<file path="src/rtl/width_pack.sv">
// Packs IWIDTH-bit fragments into OWIDTH-bit words, LSB slot first.
// A fragment flagged din_last closes the word early and the unfilled slots read as zero.
module width_pack #(
  parameter int IWIDTH = 36,
  parameter int OWIDTH = 288
) (
  input  logic                              clk,
  input  logic                              resetn,
  input  logic [IWIDTH-1:0]                 din,
  input  logic                              din_valid,
  input  logic                              din_last,
  output logic                              din_ready,
  output logic [OWIDTH-1:0]                 dout,
  output logic                              dout_valid,
  input  logic                              dout_ready,
  output logic [$clog2(OWIDTH/IWIDTH):0]    dout_cnt,
  output logic                              dout_last,
  output logic                              busy
);

  localparam int AMOUNT    = OWIDTH / IWIDTH;
  localparam int CNT_WIDTH = $clog2(AMOUNT);
  localparam logic [CNT_WIDTH-1:0] LAST_SLOT = CNT_WIDTH'(AMOUNT - 1);

  logic [CNT_WIDTH-1:0] cnt_r;
  logic [CNT_WIDTH-1:0] cnt_next;
  logic [OWIDTH-1:0]    acc_reg;
  logic [OWIDTH-1:0]    acc_next;
  logic [OWIDTH-1:0]    word_next;
  logic [AMOUNT-1:0]    slot_hit;

  logic [OWIDTH-1:0]    dout_reg;
  logic [CNT_WIDTH:0]   dout_cnt_reg;
  logic                 dout_last_reg;
  logic                 dout_valid_reg;

  logic accept;
  logic pop;
  logic closing;
  logic complete;

  // A fragment that would close a word must wait while the output register is stalled.
  assign closing   = (cnt_r == LAST_SLOT) | din_last;
  assign din_ready = ~(dout_valid_reg & ~dout_ready & closing);
  assign accept    = din_valid & din_ready;
  assign pop       = dout_valid_reg & dout_ready;
  assign complete  = accept & closing;

  genvar gi;
  generate
    for (gi = 0; gi < AMOUNT; gi++) begin : g_slot
      assign slot_hit[gi] = accept & (cnt_r == CNT_WIDTH'(gi));
      assign word_next[gi*IWIDTH +: IWIDTH] =
        slot_hit[gi] ? din : acc_reg[gi*IWIDTH +: IWIDTH];
    end
  endgenerate

  // Slots above the fill point are always zero, so a short word needs no masking.
  assign acc_next = complete ? '0 : word_next;

  always_comb begin
    cnt_next = cnt_r;
    if (complete) begin
      cnt_next = '0;
    end else if (accept) begin
      cnt_next = cnt_r + 1'b1;
    end
  end

  always_ff @(posedge clk or negedge resetn) begin
    if (!resetn) begin
      cnt_r   <= '0;
      acc_reg <= '0;
    end else begin
      cnt_r   <= cnt_next;
      acc_reg <= acc_next;
    end
  end

  always_ff @(posedge clk or negedge resetn) begin
    if (!resetn) begin
      dout_reg       <= '0;
      dout_cnt_reg   <= '0;
      dout_last_reg  <= 1'b0;
      dout_valid_reg <= 1'b0;
    end else if (complete) begin
      dout_reg       <= word_next;
      dout_cnt_reg   <= {1'b0, cnt_r} + 1'b1;
      dout_last_reg  <= din_last;
      dout_valid_reg <= 1'b1;
    end else if (pop) begin
      dout_valid_reg <= 1'b0;
    end
  end

  assign dout       = dout_reg;
  assign dout_cnt   = dout_cnt_reg;
  assign dout_last  = dout_last_reg;
  assign dout_valid = dout_valid_reg;
  assign busy       = (cnt_r != '0);

endmodule

</file>
<file path="config.mk">
export PLATFORM = sky130hd
export DESIGN_NAME = width_pack
export DESIGN_NICKNAME = d
export VERILOG_FILES = /design/src/rtl/width_pack.sv
export SDC_FILE = /design/constraint.sdc
export NUM_CORES = 1
export LEC_CHECK = 0
export BUFFER_PORTS_ARGS = -buffer_cell sky130_fd_sc_hd__buf_2
export CORE_UTILIZATION = 45
export CTS_BUF_LIST = sky130_fd_sc_hd__clkbuf_4
export DETAILED_ROUTE_END_ITERATION = 7
export PLACE_DENSITY = 0.65
export SYNTH_ARGS = -nofsm -noshare
export SYNTH_HDL_FRONTEND = slang
export SYNTH_SLANG_ARGS = --single-unit
</file>
<file path="constraint.sdc">
create_clock -name clk -period 2.1 [get_ports clk]
set_clock_uncertainty 0.2 [all_clocks]
set_input_delay 0.315 -clock clk [delete_from_list [all_inputs] [get_ports clk]]
set_output_delay 0.315 -clock clk [all_outputs]
set_load 0.02 [all_outputs]
</file>
# Word-level counts from Yosys, hierarchy flattened
# Index checks and enable logic that the tools add are counted.
# totals
ff_bits	585
in_bits	41
elab_cells	48
# op_classes
add_sub_neg	2
n_eq_ne	7
mux	13
n_bitwise	16
reduce_logical	4
# op_table
cell	count
288-bit two-way mux	1
36-bit two-way mux	8
1-bit bitwise AND	13
3-bit equality test (second input constant)	4
3-bit by 2-bit equality test with 1-bit output (second input constant)	2
3-bit two-way mux	2
3-bit by 1-bit adder with 4-bit output (second input constant)	1
2-bit nonzero test	2
3-bit by 1-bit adder with 3-bit output (second input constant)	1
3-bit by 1-bit equality test with 1-bit output (second input constant)	1
3-bit zero test	1
3-bit nonzero test	1
1-bit two-way mux	2
1-bit NOT	2
1-bit OR	1

# Depth between registers and ports, before layout
# Gate-level depths: netlist of run 1.
# logic_depth
ltp_word	8
depth_mapped	9

# Worst setup path before layout of run 1
# Ideal clock, no wire load.
# synth_path
kind	reg-to-reg
startpoint	register cnt_r[0]
endpoint	register dout_reg[224] (netlist: dout[224])
setup_ns	0.137
arrival_ns	1.854
t_required_ns	1.763
setup_slack_ns	-0.091
stages_incl_launch_ff	10
n_path_buf	3
path_cell_list	dfrtp_1 > ha_1 > ha_1 > nor2_2 > buf_4 > o2111ai_2 > buf_6 > buf_6 > mux2i_1 > a21oi_1
# synth_via
elab_chain_cells	7
# synth_lines
element	line	source
from (decl)	25	logic [CNT_WIDTH-1:0] cnt_r;
from (signal assigned)	75	cnt_r <= cnt_next;
3-bit equality test	43	assign closing = (cnt_r == LAST_SLOT) | din_last;
1-bit OR	43	
1-bit bitwise AND	44	assign din_ready = ~(dout_valid_reg & ~dout_ready & closing);
1-bit NOT	44	
1-bit bitwise AND	45	assign accept = din_valid & din_ready;
1-bit bitwise AND	52	assign slot_hit[gi] = accept & (cnt_r == CNT_WIDTH'(gi));
36-bit two-way mux	54	slot_hit[gi] ? din : acc_reg[gi*IWIDTH +: IWIDTH];
to (signal assigned)	87	dout_reg <= word_next;
to (decl)	32	logic [OWIDTH-1:0] dout_reg;
# Parallel ways exist; a longest one is shown, timed or not.
# A chain may end at the register's enable or synchronous reset.

# Worst setup path in the final report of run 1
# layout_path
startpoint	register cnt_r[1]
endpoint	output port din_ready
# layout_via
elab_chain_cells	4
# layout_lines
element	line	source
3-bit equality test	43	
1-bit OR	43	
1-bit bitwise AND	44	
1-bit NOT	44	
to (decl)	12	output logic din_ready,
# Every way passes these cells.

==> impl_metrics.env, run 1 <==
export IMPL_synth_cells=2027
export IMPL_min_period_over_period_pct=131.2
export IMPL_netlist_area_leader_share_pct=63.89
export IMPL_cts_buffer_depth=3
export IMPL_p_leak_nw=16.63
export IMPL_finalSetupTns_ns=-207.28
export IMPL_cts_tree="done"
export IMPL_row_count=82
export IMPL_layout_setup_ws_ns=-0.6559
export IMPL_dr_pass1_iters=5
export IMPL_grt_pass1_vias=18330
export IMPL_max_clock_freq_mhz=362.9
export IMPL_floorplan_initialDensity_pct=45.67
export IMPL_yosysUniqueCellTypes=28
export IMPL_yosys_top_cells_area="dfrtp_1 64%, mux2i_1 13%, nor2_1 7.1%"
export IMPL_port_buffers=336
export IMPL_irDropWorstVdd_mv=0.8094
export IMPL_grt_antenna_before_repair=1
export IMPL_grt_pass1_wl_mm=109.1
export IMPL_startpoint="cnt_r[1]$_DFFE_PN0P_"
export IMPL_grt_busiest_layer="met2"
export IMPL_hp_start="din_last"
export IMPL_gr_usage_met1_pct=35.75
export IMPL_synth_most_common_cell="dfrtp_1"
export IMPL_crit_path_top_delay_cell="dfrtp_1"
export IMPL_path_cells="ha_4, ha_4, nor2_4, buf_6, or2_4, buf_6"
export IMPL_die_area_sq_um=51820
export IMPL_outcome="finished with violations"
export IMPL_via_per_inst=5.371
export IMPL_ys_seq_area_share_pct=63.89
export IMPL_met3_usage_pct=8.716
export IMPL_finalSetupViolCount=614
export IMPL_place_gp_congestion=0.8095
export IMPL_die_h_um=227.7
export IMPL_final_util_pct=70.50
export IMPL_slew_viol_final=0
export IMPL_critPathKind="flip-flop to output pin"
export IMPL_coreArea_sq_um=50170
export IMPL_hp_class="primary input to flip-flop"
export IMPL_p_per_area_nw_per_um2=943.4
export IMPL_slew_headroom_pct=49.02
export IMPL_drtAntennaViolNets=0
export IMPL_finalHoldViolCount=37
export IMPL_synth_area_sq_um=22910
export IMPL_cp_slowest_stage_delay_ns=0.41
export IMPL_synth_common_cells="585 x dfrtp_1, 432 x nor2_1, 288 x mux2i_1"
export IMPL_dp_hpwl_mm=39.39
export IMPL_ys_flop_type="dfrtp_1"
export IMPL_fin_hold_ws_ns=-0.5286
export IMPL_cts_reportedPaths_clkPinSlew_ns=0.07
export IMPL_yosysWarnings=0
export IMPL_overflow=0
export IMPL_worst_pin_slew_ns=0.7646
export IMPL_grt_max_degree=66
export IMPL_syn_nets=2074
export IMPL_drive_above_1_share_pct=45.96
export IMPL_cts_hold_buf=74
export IMPL_rsz0062_at_grt="true"
export IMPL_synth_area_per_cell_sq_um=11.30
export IMPL_first_iter_violations=1186
export IMPL_violations="hold timing, setup timing"
export IMPL_cp_data_required_time_ns=1.58
export IMPL_max_cap_violations=0
export IMPL_cp_arrival_ns=2.24
export IMPL_tritoncts_num_buffers=154
export IMPL_synth_edf_count=0
export IMPL_ios=337
export IMPL_endpoint_kind="output pin"
export IMPL_drc=0
export IMPL_routed_wl_mm=78.96
export IMPL_cts_htree_levels=4
export IMPL_clock_latency_ns=1.02
export IMPL_track_usage_pct=28.72
export IMPL_yosysTopAreaCell="dfrtp_1"
export IMPL_use_met2_pct=46.63
export IMPL_die_w_um=227.7
export IMPL_synth_seq_cells=585
export IMPL_start_kind="flip-flop"
export IMPL_final_nets=2735
export IMPL_area_delta_synth_final_pct=54.38
export IMPL_avgRoutedWirePerCell_um=22.78
export IMPL_cts_sinks=585
export IMPL_vias=18620
export IMPL_reg2reg_from="cnt_r[1]$_DFFE_PN0P_"
export IMPL_async_flop_share_pct=100.0
export IMPL_fin_crit_ns=2.756
export IMPL_critPathMaxFanout=2
export IMPL_cts_root_buf="clkbuf_4"
[kinds of logic after synthesis]
family / after synthesis / synth area share [%]
AOI/OAI and AO/OA: 340 / 7.716
adders and majority gates: 6 / 0.3276
buffers and inverters: 178 / 4.652
DFF: 585 / 63.89
muxes: 288 / 12.58
and+or+nand+nor: 630 / 10.83
[critical path, delay by kind of cell, from the launching register on]
kind | cells | cell delay [ns]
buf+inv | 2 | 0.24
simple gates | 2 | 0.31
flops | 1 | 0.41
fa+ha+maj | 2 | 0.31
[per-stage QoR]
stage	power [mW]	area, sq um	instances	setup slack (ns)
6_report	33.37	35370	3467	-0.6559
5_1_grt	34.92	35370	3467	-0.7701
4_1_cts	31.88	32600	3437	-0.8588
3_5_place_dp	19.93	25980	2966	-0.1699
3_3_place_gp	19.75	25980	2966	-0.08529
2_1_floorplan	17.38	22930	2027	0.008281
[cell usage in the layout, fill, tap and decap left out, types with 11 or more instances in the layout]
master	n
o21ai_1	12
clkinv_1	11
a21oi_2	98
buf_2	273
nand2_1	141
buf_4	62
nand2_2	12
nor2_2	81
and2_1	30
clkbuf_4	235
a21oi_1	152
dfrtp_1	585
mux2i_1	144
mux2i_4	124
o21ai_2	13
o21ai_0	52
nor2_4	51
buf_16	66
mux2i_2	20
clkbuf_16	20
nor2_1	301
buf_6	91
buf_12	80
dlygate4sd3_1	73
[cell type report]
type,instances,area (sq um)
fillers,3277,14800
flip-flops and latches,585,14640
multi-input cells,1264,10050
repair buffers,680,7836
clock buffers,235,1764
well taps,672,840.8
clock inverters,27,221.5
inverters,3,16.27
diodes,1,2.502
[path summary, 6_finish.rpt]
check                                   endpoint  slack (ns)  cells after the start
max reg2reg                dout[228]$_DFFE_PN0P_       -0.50                     12
max                                    din_ready       -0.66                      6
max in group asynchronous   dout[68]$_DFFE_PN0P_        0.81                      4
min reg2reg                dout[286]$_DFFE_PN0P_        0.27                      2
min                        dout_last$_DFFE_PN0P_       -0.53                      2
min in group asynchronous  dout[191]$_DFFE_PN0P_        0.48                      4
[metal layers]
metal	vias up	part of all wire [%]
li1	8182	-
met1	9453	39
met2	786	50
met3	199	7.4
met4	0	3.9
met5	-	0
[where the power goes]
| group | internal, mW | switching (mW) |
|---|---|---|
| Sequential | 12.9 | 1.23 |
| Clock | 5.45 | 4.88 |
| Combinational | 4.02 | 4.92 |
| Total | 22.3 | 11.0 |
[repair_timing]
| action | CTS | global route |
|---|---|---|
| endpoints found under the setup margin | 860 | 881 |
| endpoints found under the hold margin | 1131 | 40 |
| setup buffers | 74 | 18 |
| resized for setup | 400 | 497 |
| pin swaps | 75 | 72 |
| gates cloned | 63 | 24 |
(Power assumes the default switching activity.)
==> run 2, diff against run 1 <==
--- a/config.mk
+++ b/config.mk
@@ -9,7 +9,7 @@
 export CORE_UTILIZATION = 45
 export CTS_BUF_LIST = sky130_fd_sc_hd__clkbuf_4
 export DETAILED_ROUTE_END_ITERATION = 7
-export PLACE_DENSITY = 0.65
+export PLACE_DENSITY = 0.68
 export SYNTH_ARGS = -nofsm -noshare
 export SYNTH_HDL_FRONTEND = slang
 export SYNTH_SLANG_ARGS = --single-unit
==> run 2 against run 1 <==
The flow still finishes with violations (hold timing, setup timing). Sequential share of layout area increased by 1.7 points. Register-to-register slack worse by 0.12 ns. Total power shrank 1.9%. First-iteration DRC count is 19% higher. Via count is 1.5% lower. Cell count decreased by 1.6%. Setup slack improved by 0.038 ns. Non-clock buffer count shrank 51. Fmax is 1.4% higher. Critical endpoint is now dout[262]$_DFFE_PN0P_. Largest power group unchanged.
==> impl_metrics.env, run 2 (same netlist as run 1, synthesis figures left out) <==
export IMPL_grt_max_degree=85
export IMPL_ios=337
export IMPL_finalSetupTns_ns=-174.88
export IMPL_dp_cells=2973
export IMPL_max_clock_freq_mhz=367.9
export IMPL_track_usage_pct=27.87
export IMPL_cp_arrival_ns=3.39
export IMPL_irDropWorstVdd_mv=0.7430
export IMPL_crit_family="buffers and inverters"
export IMPL_path_buf_inv=5
export IMPL_outcome="finished with violations"
export IMPL_via_per_inst=5.378
export IMPL_grt_antenna_before_repair=2
export IMPL_routed_wl_mm=76.42
export IMPL_cts_sinks=585
export IMPL_rsz0062_at_grt="true"
export IMPL_clock_latency_ns=0.99
export IMPL_vias=18350
export IMPL_coreArea_sq_um=50170
export IMPL_p_per_area_nw_per_um2=963.0
export IMPL_final_cell_mix="585 x dfrtp_1, 319 x buf_2, 288 x nor2_1, 211 x clkbuf_4, 154 x nand2_1"
export IMPL_die_area_sq_um=51820
export IMPL_crit_path_top_delay_cell="dlygate4sd3_1"
export IMPL_place_gp_congestion=0.8024
export IMPL_die_w_um=227.7
export IMPL_tritoncts_num_buffers=152
export IMPL_cp_data_required_time_ns=2.77
export IMPL_min_period_over_period_pct=129.4
export IMPL_dp_slack_ns=-0.1731
export IMPL_cts_buffer_depth=3
export IMPL_cts_root_buf="clkbuf_4"
export IMPL_hp_class="primary input to flip-flop"
export IMPL_p_leak_nw=16.07
export IMPL_cts_htree_levels=4
export IMPL_first_iter_violations=1408
export IMPL_fin_hold_ws_ns=-0.01988
export IMPL_layout_commonest_cell="dfrtp_1"
export IMPL_cp_slowest_stage_delay_ns=0.64
export IMPL_slew_headroom_pct=50.40
export IMPL_start_kind="flip-flop"
export IMPL_drtAntennaViolNets=0
export IMPL_max_cap_violations=0
export IMPL_drc=0
export IMPL_avgRoutedWirePerCell_um=22.40
export IMPL_row_count=82
export IMPL_finalSetupViolCount=603
export IMPL_critPathMaxFanout=33
export IMPL_slew_viol_final=0
export IMPL_floorplan_initialDensity_pct=45.67
export IMPL_final_nets=2682
export IMPL_dr_pass1_iters=7
export IMPL_cts_hold_buf=56
export IMPL_cts_reportedPaths_clkPinSlew_ns=0.07
export IMPL_layout_setup_ws_ns=-0.6184
export IMPL_cts_tree="done"
export IMPL_grt_pass1_wl_mm=106.5
export IMPL_finalNonFillerCells=3412
export IMPL_drive_above_1_share_pct=44.14
export IMPL_finalHoldViolCount=7
export IMPL_violations="hold timing, setup timing"
export IMPL_path_cells="ha_4, ha_4, nor2_4, buf_6, dlygate4sd3_1, nand3b_1, buf_4, buf_12, buf_12, nand2_1, o21ai_0"
export IMPL_die_h_um=227.7
export IMPL_fin_crit_ns=2.718
export IMPL_overflow=0
export IMPL_total_power_mw=32.75
export IMPL_grt_pass1_vias=18000
export IMPL_worst_pin_slew_ns=0.7440
export IMPL_critPathKind="flip-flop to flip-flop"
export IMPL_port_buffers=336
export IMPL_endpoint_kind="flip-flop"
export IMPL_dp_hpwl_mm=39.89
export IMPL_area_delta_synth_final_pct=48.40
## run 2: cell count changes in the layout (fill, tap and decap cells not counted), sizes merged
| cell | previous run | this run |
|---|---|---|
| dlygate4sd3 | 73 | 55 |
| buf | 581 | 549 |
| bufinv | 3 | 5 |
| bufbuf | 6 | 2 |
| clkinvlp | 5 | 2 |
| inv | 6 | 8 |
| clkinv | 16 | 35 |
| clkbuf | 255 | 234 |
## run 2: layout make-up
type | count | area, sq um
clock buffers | 211 | 1584
flip-flops and latches | 585 | 14640
well taps | 672 | 840.8
inverters | 3 | 16.27
repair buffers | 629 | 6728
clock inverters | 47 | 332.8
diodes | 1 | 2.502
multi-input cells | 1264 | 9861
fillers | 3390 | 16170
## run 2: per-stage QoR
stage / cell area [sq um] / util [%]
after global routing: 34000 / 67.78
after floorplan: 22930 / -
after CTS: 31380 / 62.55
after detailed placement: 26070 / 51.96
final: 34000 / 67.78
after global placement: 26070 / 51.96
## run 2: metal layers
| metal | vias up | part of all wire [%] | track usage [%] |
|---|---|---|---|
| li1 | 8087 | - | - |
| met1 | 9259 | 39 | 35.31 |
| met2 | 798 | 50 | 45.62 |
| met3 | 206 | 6.6 | 6.877 |
| met4 | 0 | 4.1 | 11.93 |
| met5 | - | 0 | 0 |
## run 2: timing repair
| action | CTS | global route |
|---|---|---|
| pin swaps | 29 | 67 |
| buffers inserted | 46 | 19 |
| endpoints found under the hold margin | 1136 | 36 |
| setup endpoints to repair | 774 | 875 |
| resized for setup | 242 | 474 |
| gates cloned | 50 | 24 |
## run 2: power by group
group          internal, mW  total (mW)  leakage, nW  switching (mW)
clock                  5.26        10.1         1.14            4.83
combinational          3.68        8.52         7.34            4.83
sequential             12.9        14.1         7.59            1.27
total                  21.8        32.7         16.1            10.9
## run 2: worst register-to-register path, cell delays in order, from the launching register on
cell and delay, ns:
dfrtp_1 0.41, ha_4 0.19, ha_4 0.16, nor2_4 0.09
buf_6 0.11, dlygate4sd3_1 0.64, nand3b_1 0.15, buf_4 0.17
buf_12 0.15, buf_12 0.18, nand2_1 0.10, o21ai_0 0.11
## run 2: path summary, 6_finish.rpt
kind	from	slack, ns	depth (start not counted)	endpoint
max	cnt_r[1]$_DFFE_PN0P_	-0.62	11	dout[262]$_DFFE_PN0P_
min	dout_ready	-0.02	6	acc_reg[121]$_DFF_PN0_
min reg2reg	dout[274]$_DFFE_PN0P_	0.28	2	dout[274]$_DFFE_PN0P_
max reg2reg	cnt_r[1]$_DFFE_PN0P_	-0.62	11	dout[262]$_DFFE_PN0P_
max in group asynchronous	resetn	0.59	6	dout[49]$_DFFE_PN0P_
min in group asynchronous	resetn	0.38	4	acc_reg[75]$_DFF_PN0_
==> run 3, diff against run 2 <==
--- a/config.mk
+++ b/config.mk
@@ -9,6 +9,7 @@
 export CORE_UTILIZATION = 45
 export CTS_BUF_LIST = sky130_fd_sc_hd__clkbuf_4
 export DETAILED_ROUTE_END_ITERATION = 7
+export HOLD_SLACK_MARGIN = 0.1
 export PLACE_DENSITY = 0.68
 export SYNTH_ARGS = -nofsm -noshare
 export SYNTH_HDL_FRONTEND = slang
==> constraint.sdc (replaced) <==
create_clock -name clk -period 2.1 [get_ports clk]
set_clock_uncertainty 0.2 [all_clocks]
set_input_delay 0.315 -clock clk [delete_from_list [all_inputs] [get_ports clk]]
set_output_delay 0.315 -clock clk [all_outputs]
set_load 0.05 [all_outputs]
==> run 3 against run 2 <==
The flow still finishes with violations (hold timing, setup timing). Largest cell class unchanged. Critical path type is now flip-flop to output pin. Critical endpoint is now din_ready. Total power increased by 7.0%. Cell count is 0.67% higher. Fmax shrank 1.1%.
==> impl_metrics.env, run 3 (same netlist as run 1, synthesis figures left out) <==
export IMPL_outcome="finished with violations"
export IMPL_violations="hold timing, setup timing"
export IMPL_vias=18050
export IMPL_cp_arrival_ns=2.23
export IMPL_place_area_sq_um=26000
export IMPL_dp_hpwl_mm=39.84
export IMPL_grt_pass1_vias=18150
export IMPL_cts_htree_levels=4
export IMPL_max_clock_freq_mhz=363.7
export IMPL_slew_headroom_pct=49.88
export IMPL_switchingPower_mw=12.79
export IMPL_via_per_inst=5.254
export IMPL_crit_top_cell="ha_4"
export IMPL_die_h_um=227.7
export IMPL_final_util_pct=66.57
export IMPL_die_w_um=227.7
export IMPL_p_clk_share_pct=29.3
export IMPL_cts_root_buf="clkbuf_4"
export IMPL_worst_pin_slew_ns=0.7518
export IMPL_cts_buffer_depth=3
export IMPL_avgRoutedWirePerCell_um=21.41
export IMPL_ios=337
export IMPL_max_cap_violations=0
export IMPL_slew_viol_final=0
export IMPL_area_delta_synth_final_pct=45.77
export IMPL_path_cells="ha_4, ha_4, nor2_4, buf_6, or2_4, buf_8"
export IMPL_p_comb_share_pct=30.6
export IMPL_crit_path_top_delay_cell="dfrtp_1"
export IMPL_fin_crit_ns=2.750
export IMPL_floorplan_initialDensity_pct=45.67
export IMPL_start_kind="flip-flop"
export IMPL_row_count=82
export IMPL_finalNonFillerCells=3435
export IMPL_regToRegSetupSlack_ns=-0.40
export IMPL_clock_latency_ns=0.98
export IMPL_overflow=0
export IMPL_final_cell_mix="585 x dfrtp_1, 399 x nor2_1, 222 x buf_2, 220 x clkbuf_4"
export IMPL_drtAntennaViolNets=0
export IMPL_p_int_mw=22.26
export IMPL_rsz0062_at_grt="true"
export IMPL_total_power_mw=35.04
export IMPL_dr_pass1_iters=5
export IMPL_p_leak_nw=16.26
export IMPL_p_per_area_nw_per_um2=1049
export IMPL_die_area_sq_um=51820
export IMPL_coreArea_sq_um=50170
export IMPL_first_iter_violations=1239
export IMPL_dp_cells=2967
export IMPL_min_period_over_period_pct=130.9
export IMPL_place_gp_congestion=0.8035
export IMPL_critPathKind="flip-flop to output pin"
export IMPL_port_buffers=336
export IMPL_cts_reportedPaths_clkPinSlew_ns=0.07
export IMPL_endpoint_kind="output pin"
export IMPL_cp_data_required_time_ns=1.58
export IMPL_irDropWorstVdd_mv=1.032
export IMPL_cts_sinks=585
export IMPL_grt_pass1_wl_mm=106.6
export IMPL_finalSetupTns_ns=-142.61
export IMPL_tritoncts_num_buffers=154
export IMPL_finalSetupViolCount=718
export IMPL_drc=0
export IMPL_hp_class="primary input to flip-flop"
export IMPL_cts_tree="done"
export IMPL_routed_wl_mm=73.54
export IMPL_final_nets=2716
export IMPL_drive_above_1_share_pct=36.78
export IMPL_grt_max_degree=79
export IMPL_cp_slowest_stage_delay_ns=0.40
export IMPL_grt_antenna_before_repair=1
export IMPL_critPathMaxFanout=2
export IMPL_finalHoldViolCount=17
export IMPL_track_usage_pct=27.75
export IMPL_fin_hold_ws_ns=-0.5189
export IMPL_switching_share_pct=36.49
export IMPL_seqPwrFrac_pct=40.1
export IMPL_layout_setup_ws_ns=-0.6497
export IMPL_final_cell_area_sq_um=33400
export IMPL_layout_commonest_cell="dfrtp_1"
[run 3: stage by stage]
step / hold slack (ns) / worst slack, ns
floorplan: -0.1806 / 0.008281
global placement: 0.08124 / -0.08735
detailed placement: 0.08129 / -0.1736
CTS: -0.6300 / -0.8338
global route: -0.5802 / -0.7366
finish: -0.5189 / -0.6497
[run 3: timing repair]
item | in CTS | in global routing
hold endpoints to repair | 1132 | 41
pin swaps | 27 | 64
resized for setup | 396 | 237
buffers inserted | 61 | 14
setup endpoints to repair | 874 | 881
hold buffers | 102 | 1
cloned | 34 | 11
[run 3: power by group through the flow]
stage               logic [mW]  registers (mW)  clock network (mW)
detailed placement        8.38            13.9                   0
finish                    10.7            14.0                10.3
global placement          8.23            13.9                   0
floorplan                 2.42            17.3                   0
global route              11.3            14.2                11.1
CTS                       9.99            13.9                10.5
[run 3: worst paths after layout]
check                                       from  cells after the start                      to
max reg2reg                 cnt_r[1]$_DFFE_PN0P_                     11    dout[28]$_DFFE_PN0P_
min in group asynchronous                 resetn                      4  acc_reg[108]$_DFF_PN0_
max in group asynchronous                 resetn                      5    dout[28]$_DFFE_PN0P_
min reg2reg                dout[283]$_DFFE_PN0P_                      2   dout[283]$_DFFE_PN0P_
min                                     din_last                      2   dout_last$_DFFE_PN0P_
max                         cnt_r[1]$_DFFE_PN0P_                      6               din_ready
[run 3: critical path: cells and delay by family (launching register included)]
kind | cells | cell delay [ns]
buf+inv | 2 | 0.26
flops | 1 | 0.40
simple gates | 2 | 0.29
fa+ha+maj | 2 | 0.31
[run 3: layout make-up]
type | instances | area (sq um)
well taps | 672 | 840.8
inverters | 3 | 16.27
diodes | 1 | 2.502
repair buffers | 661 | 7126
flip-flops and latches | 585 | 14640
clock inverters | 29 | 307.8
clock buffers | 220 | 1652
multi-input cells | 1264 | 8817
fillers | 3483 | 16770
[run 3: routing by layer]
| metal | part of all wire [%] | wire (um) | up-vias | global-route usage, % |
|---|---|---|---|---|
| met5 | 0 | 0 | - | 0 |
| met4 | 3.7 | 2742 | 0 | 11.82 |
| met3 | 5.8 | 4246 | 167 | 6.788 |
| met2 | 51 | 37240 | 678 | 46.79 |
| met1 | 40 | 29310 | 9091 | 34.01 |
| li1 | - | - | 8113 | - |
